--- src/rtl/snail_scan_ctrl.sv ---
// rtl/snail_scan_ctrl.sv - serial scan controller with programmable pattern detector
// Optional abort input enabled by defining SCAN_ABORT_EN.
module snail_scan_ctrl #(
  parameter int WIDTH   = 16,
  parameter int PAT_LEN = 3,
  parameter int CNT_W   = 5
) (
  input  logic               clk,
  input  logic               rst,
  input  logic               start,
  input  logic [WIDTH-1:0]   din,
  input  logic [PAT_LEN-1:0] pattern,
  input  logic               overlap,
`ifdef SCAN_ABORT_EN
  input  logic               abort,
`endif
  output logic               ser_bit,
  output logic               ser_valid,
  output logic               match,
  output logic [CNT_W-1:0]   match_cnt,
  output logic               busy,
  output logic               done
);

  localparam int IW = (WIDTH > 1) ? $clog2(WIDTH) : 1;
  localparam int FW = $clog2(PAT_LEN + 1);

  typedef enum logic [1:0] {IDLE, SHIFT, DONE} state_t;

  state_t             state, state_nxt;
  logic [WIDTH-1:0]   word;
  logic [PAT_LEN-1:0] pat;
  logic [PAT_LEN-1:0] hist;
  logic [PAT_LEN-1:0] hist_nxt;
  logic               ovl;
  logic [IW-1:0]      idx;
  logic [FW-1:0]      fill;
  logic [FW-1:0]      fill_inc;
  logic               hit;
  logic               abort_req;
  logic               last_bit;

`ifdef SCAN_ABORT_EN
  assign abort_req = abort;
`else
  assign abort_req = 1'b0;
`endif

  assign last_bit = (idx == IW'(WIDTH - 1)) || abort_req;

  always_ff @(posedge clk or posedge rst) begin
    if (rst) state <= IDLE;
    else     state <= state_nxt;
  end

  always_comb begin
    state_nxt = state;
    ser_valid = 1'b0;
    busy      = 1'b0;
    done      = 1'b0;
    case (state)
      IDLE:  if (start) state_nxt = SHIFT;
      SHIFT: begin
        ser_valid = 1'b1;
        busy      = 1'b1;
        if (last_bit) state_nxt = DONE;
      end
      DONE: begin
        done      = 1'b1;
        state_nxt = IDLE;
      end
      default: state_nxt = IDLE;
    endcase
  end

  // The word shifts left as it is emitted, so the current bit is always the MSB.
  assign ser_bit  = ser_valid & word[WIDTH-1];
  assign hist_nxt = {hist[PAT_LEN-2:0], word[WIDTH-1]};
  assign fill_inc = (fill == FW'(PAT_LEN)) ? fill : fill + FW'(1);
  assign hit      = (fill_inc == FW'(PAT_LEN)) && (hist_nxt == pat);

  always_ff @(posedge clk or posedge rst) begin
    if (rst) begin
      word      <= '0;
      pat       <= '0;
      ovl       <= 1'b0;
      hist      <= '0;
      fill      <= '0;
      idx       <= '0;
      match     <= 1'b0;
      match_cnt <= '0;
    end else begin
      match <= 1'b0;
      case (state)
        IDLE: begin
          if (start) begin
            word      <= din;
            pat       <= pattern;
            ovl       <= overlap;
            hist      <= '0;
            fill      <= '0;
            idx       <= '0;
            match_cnt <= '0;
          end
        end
        SHIFT: begin
          word <= word << 1;
          idx  <= idx + IW'(1);
          hist <= hist_nxt;
          // Non-overlapping mode demands PAT_LEN fresh bits after every hit.
          fill <= (hit && !ovl) ? '0 : fill_inc;
          if (hit) begin
            match <= 1'b1;
            if (match_cnt != '1) match_cnt <= match_cnt + CNT_W'(1);
          end
        end
        default: ;
      endcase
    end
  end

endmodule

--- config.mk ---
export PLATFORM = sky130hd
export DESIGN_NAME = snail_scan_ctrl
export DESIGN_NICKNAME = d
export VERILOG_FILES = /design/src/rtl/snail_scan_ctrl.sv
export SDC_FILE = /design/constraint.sdc
export NUM_CORES = 1
export LEC_CHECK = 0
export ABC_CLOCK_PERIOD_IN_PS = 1950
export CORE_ASPECT_RATIO = 2
export CORE_MARGIN = 1.5
export CORE_UTILIZATION = 48
export CTS_BUF_LIST = sky130_fd_sc_hd__clkbuf_8
export DETAILED_ROUTE_END_ITERATION = 10
export PLACE_DENSITY = 0.78
export REMOVE_ABC_BUFFERS = 1
export SETUP_SLACK_MARGIN = 0.2
export SLEW_MARGIN = 10
export SYNTH_ARGS = -nofsm -noshare
export SYNTH_HDL_FRONTEND = slang
export SYNTH_SLANG_ARGS = --single-unit
--- constraint.sdc ---
create_clock -name clk -period 1.95 [get_ports clk]
set_input_delay 0.39 -clock clk [delete_from_list [all_inputs] [get_ports clk]]
set_output_delay 0.39 -clock clk [all_outputs]
set_load 0.005 [all_outputs]
==> summary.txt <==
Run status
  – Status: finished clean

Clock tree
  – Clk_lat worst skew: 0.30 ns
  – Root buf cell: clkbuf_8
  – Num Clock Sinks: 36
  – CTS max path bufs: 2
  – Clock Pin Slew Worst Setup and Hold Paths: 0.08 ns
  – TritonCTS buffer count: 5
  – TritonCTS clock tree: done
  – CTS H-tree depth: 2

Setup path
  – R2R setup slack: 0.12 ns
  – CP max-delay cell: or4_4
  – Critical-path cell list: ha_2 > and3_4 > ha_4 > or3b_4 > or4_4 > nand3_2
  – Arr. time, crit path: 2.07 ns
  – Setup CP Type: flop to flop
  – WP buf/inv: 0
  – R2R Path Start: match_cnt[0]
  – Critical Path Source Type: flop
  – CP top delay family: simple AND/OR/NAND/NOR gates
  – Reg2reg path depth: 6
  – CP Capture Type: flop
  – Worst R2R End: match_cnt[3]
  – Required time of the critical path: 2.19 ns
  – Max FO, Critical Path: 3
  – Crit path largest cell delay: 0.42 ns

Timing
  – Max Clk Rate: 547 MHz
  – Slew Limit Fails: 0
  – Setup violators final: 0
  – Worst Skew: 0.0134 ns
  – Setup WS post-layout: 0.121 ns
  – Actual slew at the worst max-slew pin: 0.452 ns
  – Post-layout minimum cycle time: 1.83 ns
  – Final clock period utilization by the worst path: 93.8%
  – Final Hold Viols: 0
  – Hold Slack: 0.484 ns
  – Setup TNS: 0 ns
  – RSZ-0062 raised after global routing: yes
  – Max_slew headroom: 69.9%

Yosys
  – Syn_area_per_cell: 10.2 um^2
  – #FFs+latches synth: 36
  – Multiplexer share of the synthesized area: 3.28%
  – Largest cells by area after synthesis: dfrtp_1 52%, o21ai_0 6.1%, nor2b_1 5.1%
  – Main synth FF type: dfrtp_1
  – Largest area contributor in the synthesized netlist: dfrtp_1
  – XOR/XNOR Fraction of Synth Area: 1.53%
  – Asr flop ratio synth: 100%
  – Post-synthesis compound-gate area fraction: 21.5%
  – Yosys cell types: 28
  – Seq/Total Area, Yosys: 52.4%
  – Largest family of logic cells by synthesized area: compound AO/OA/AOI/OAI gates
  – Most numerous cell in the Yosys netlist: dfrtp_1
  – Synth Instances: 169
  – Top cell type's share of synthesized area: 52.4%
  – Adder-Cell Fraction of Synth Area: 2.18%
  – Mapped Area: 0.00172 mm^2
  – Syn. warnings: 0
  – Simple-Gate Fraction of Synth Area: 15.7%
  – Top cells by count, synth: 36 x dfrtp_1, 21 x o21ai_0, 17 x a21oi_1
  – Number of flops mapped to enable cells by yosys: 0

Power
  – Max rail drop VDD: 0.00107 V
  – Pwr Total: 3.33 mW
  – LEAKAGE: 1.10 nW
  – P per Cell Area: 1380 mW/mm^2

Global route
  – Largest net degree at the start of global routing: 37
  – First-pass GRT wire length: 6760 um
  – Gr ovfl total: 0
  – Antenna violations before repair: 0
  – Number of global-route vias before repair: 1615
  – Total GRT Usage: 23.4%

Cells and area
  – Number of nets in the layout: 243
  – Finished Layout Cells: 266
  – Post-route cell area: 0.00242 mm^2
  – Share of layout cells above drive strength 1: 20.2%
  – Share of the core filled with cells: 70.8%
  – Ant. Diodes: 0
  – Fillers: 244
  – Synthesis-to-finish area growth: 40.6%

Routing
  – DRC violations left: 0
  – 1st-iter DRT viols: 33
  – Post-DRT Antenna Nets: 0
  – WL final: 4340 um
  – Via count: 1492
  – Vias/cell: 5.61
  – DR WL/cell: 16.3 um
  – Initial DRT Pass Iterations: 4

Die
  – Initial core utilization: 50.3%
  – Die height: 87.6 um
  – Overall die area: 0.00397 mm^2
  – Core Rows: 30
  – IO Count: 33
  – CORE AREA: 0.00342 mm^2
  – Die W: 45.3 um

Placement
  – Final Wtd Congestion: 0.759
  – Port Buffers: 32
  – Post-Place Setup Slack: -0.0227 ns
  – Dpl cell area: 0.00213 mm^2
  – Cells after DPL: 249
  – Hpwl dp: 2820 um

Run
  – Max Cap Viol: 0

Hold path
  – Worst min path class: input pin to asynchronous set/reset pin
==> cell usage in the layout (no fill, tap or decap), types with 4 or more instances in the layout <==
cell | netlist | final
dfrtp_1 | 36 | 34
clkdlybuf4s50_1 | 0 | 27
o21ai_0 | 21 | 21
a21oi_1 | 17 | 17
buf_4 | 1 | 14
nor2b_1 | 14 | 13
a22oi_1 | 11 | 11
nand2_1 | 9 | 9
nor2_1 | 5 | 5
mux2_2 | 5 | 5
a22o_1 | 5 | 5
clkbuf_8 | 0 | 5
and3b_1 | 4 | 4
a21o_1 | 4 | 4
==> sequential cells by signal, indices dropped and copies added (netlist names) <==
register	flops
word	16
state	2
pat	3
hist	2
ovl	1
idx	4
fill	2
match_cnt	5
match	1
==> cells by family (layout without fill, tap and decap cells) <==
group                    after synthesis  after routing
adder cells (fa/ha/maj)                3              3
XOR/XNOR                               3              3
flip-flops                            36             36
AND/OR/NAND/NOR                       47             47
AO/OA/AOI/OAI                         61             61
buffers and inverters                 14             63
multiplexers                           5              5
==> where the power goes <==
| part | leakage (nW) | internal, mW | switching [mW] |
|---|---|---|---|
| clock | 0.0541 | 0.378 | 0.274 |
| sequential | 0.456 | 1.07 | 0.253 |
| combinational | 0.591 | 0.752 | 0.608 |
==> layout make-up <==
| type | count | area [um^2] | area share, % |
|---|---|---|---|
| Clock buffer | 5 | 68.8 | 2.85 |
| Multi-Input combinational cell | 119 | 803 | 33.2 |
| Inverter | 4 | 17.5 | 0.725 |
| Sequential cell | 36 | 903 | 37.4 |
| Timing Repair Buffer | 51 | 522 | 21.6 |
| Tap cell | 48 | 60.1 | 2.48 |
| Clock inverter | 3 | 42.5 | 1.76 |
==> metal layers <==
layer  GRT usage (%)  up-vias  routed length, um  share of wire (%)
li1                -      698                  -                  -
met1            23.7      734               1610                 37
met5               0        -                  0                  0
met2            41.4       45               2390                 55
met3            4.54       15                202                4.7
met4            14.4        0                139                3.2
==> timing repair <==
item	CTS	global route
buffers inserted	4	3
resized for setup	16	9
hold buffers	0	0
gates cloned	0	2
setup endpoints to repair	9	16
pin swaps	6	4
==> worst max-delay path by stage <==
stage	slack, ns	end	cells past startpoint	start
2_1_floorplan	0.02	match_cnt[3]	6	match_cnt[0]
3_3_place_gp	0.007	match_cnt[3]	6	match_cnt[0]
3_5_place_dp	-0.02	match_cnt[3]	6	match_cnt[0]
4_1_cts	0.03	done	3	state[1]
5_1_grt	0.08	match_cnt[3]	6	match_cnt[0]
6_report	0.12	match_cnt[3]	6	match_cnt[0]
==> worst register-to-register path: cells and delay by family (launching register included) <==
family | cells | cell delay, ns
AND/OR/NAND/NOR | 4 | 1.05
adder cells (fa/ha/maj) | 2 | 0.34
flip-flops | 1 | 0.38
Note: power is estimated with default switching activity, not from simulation.
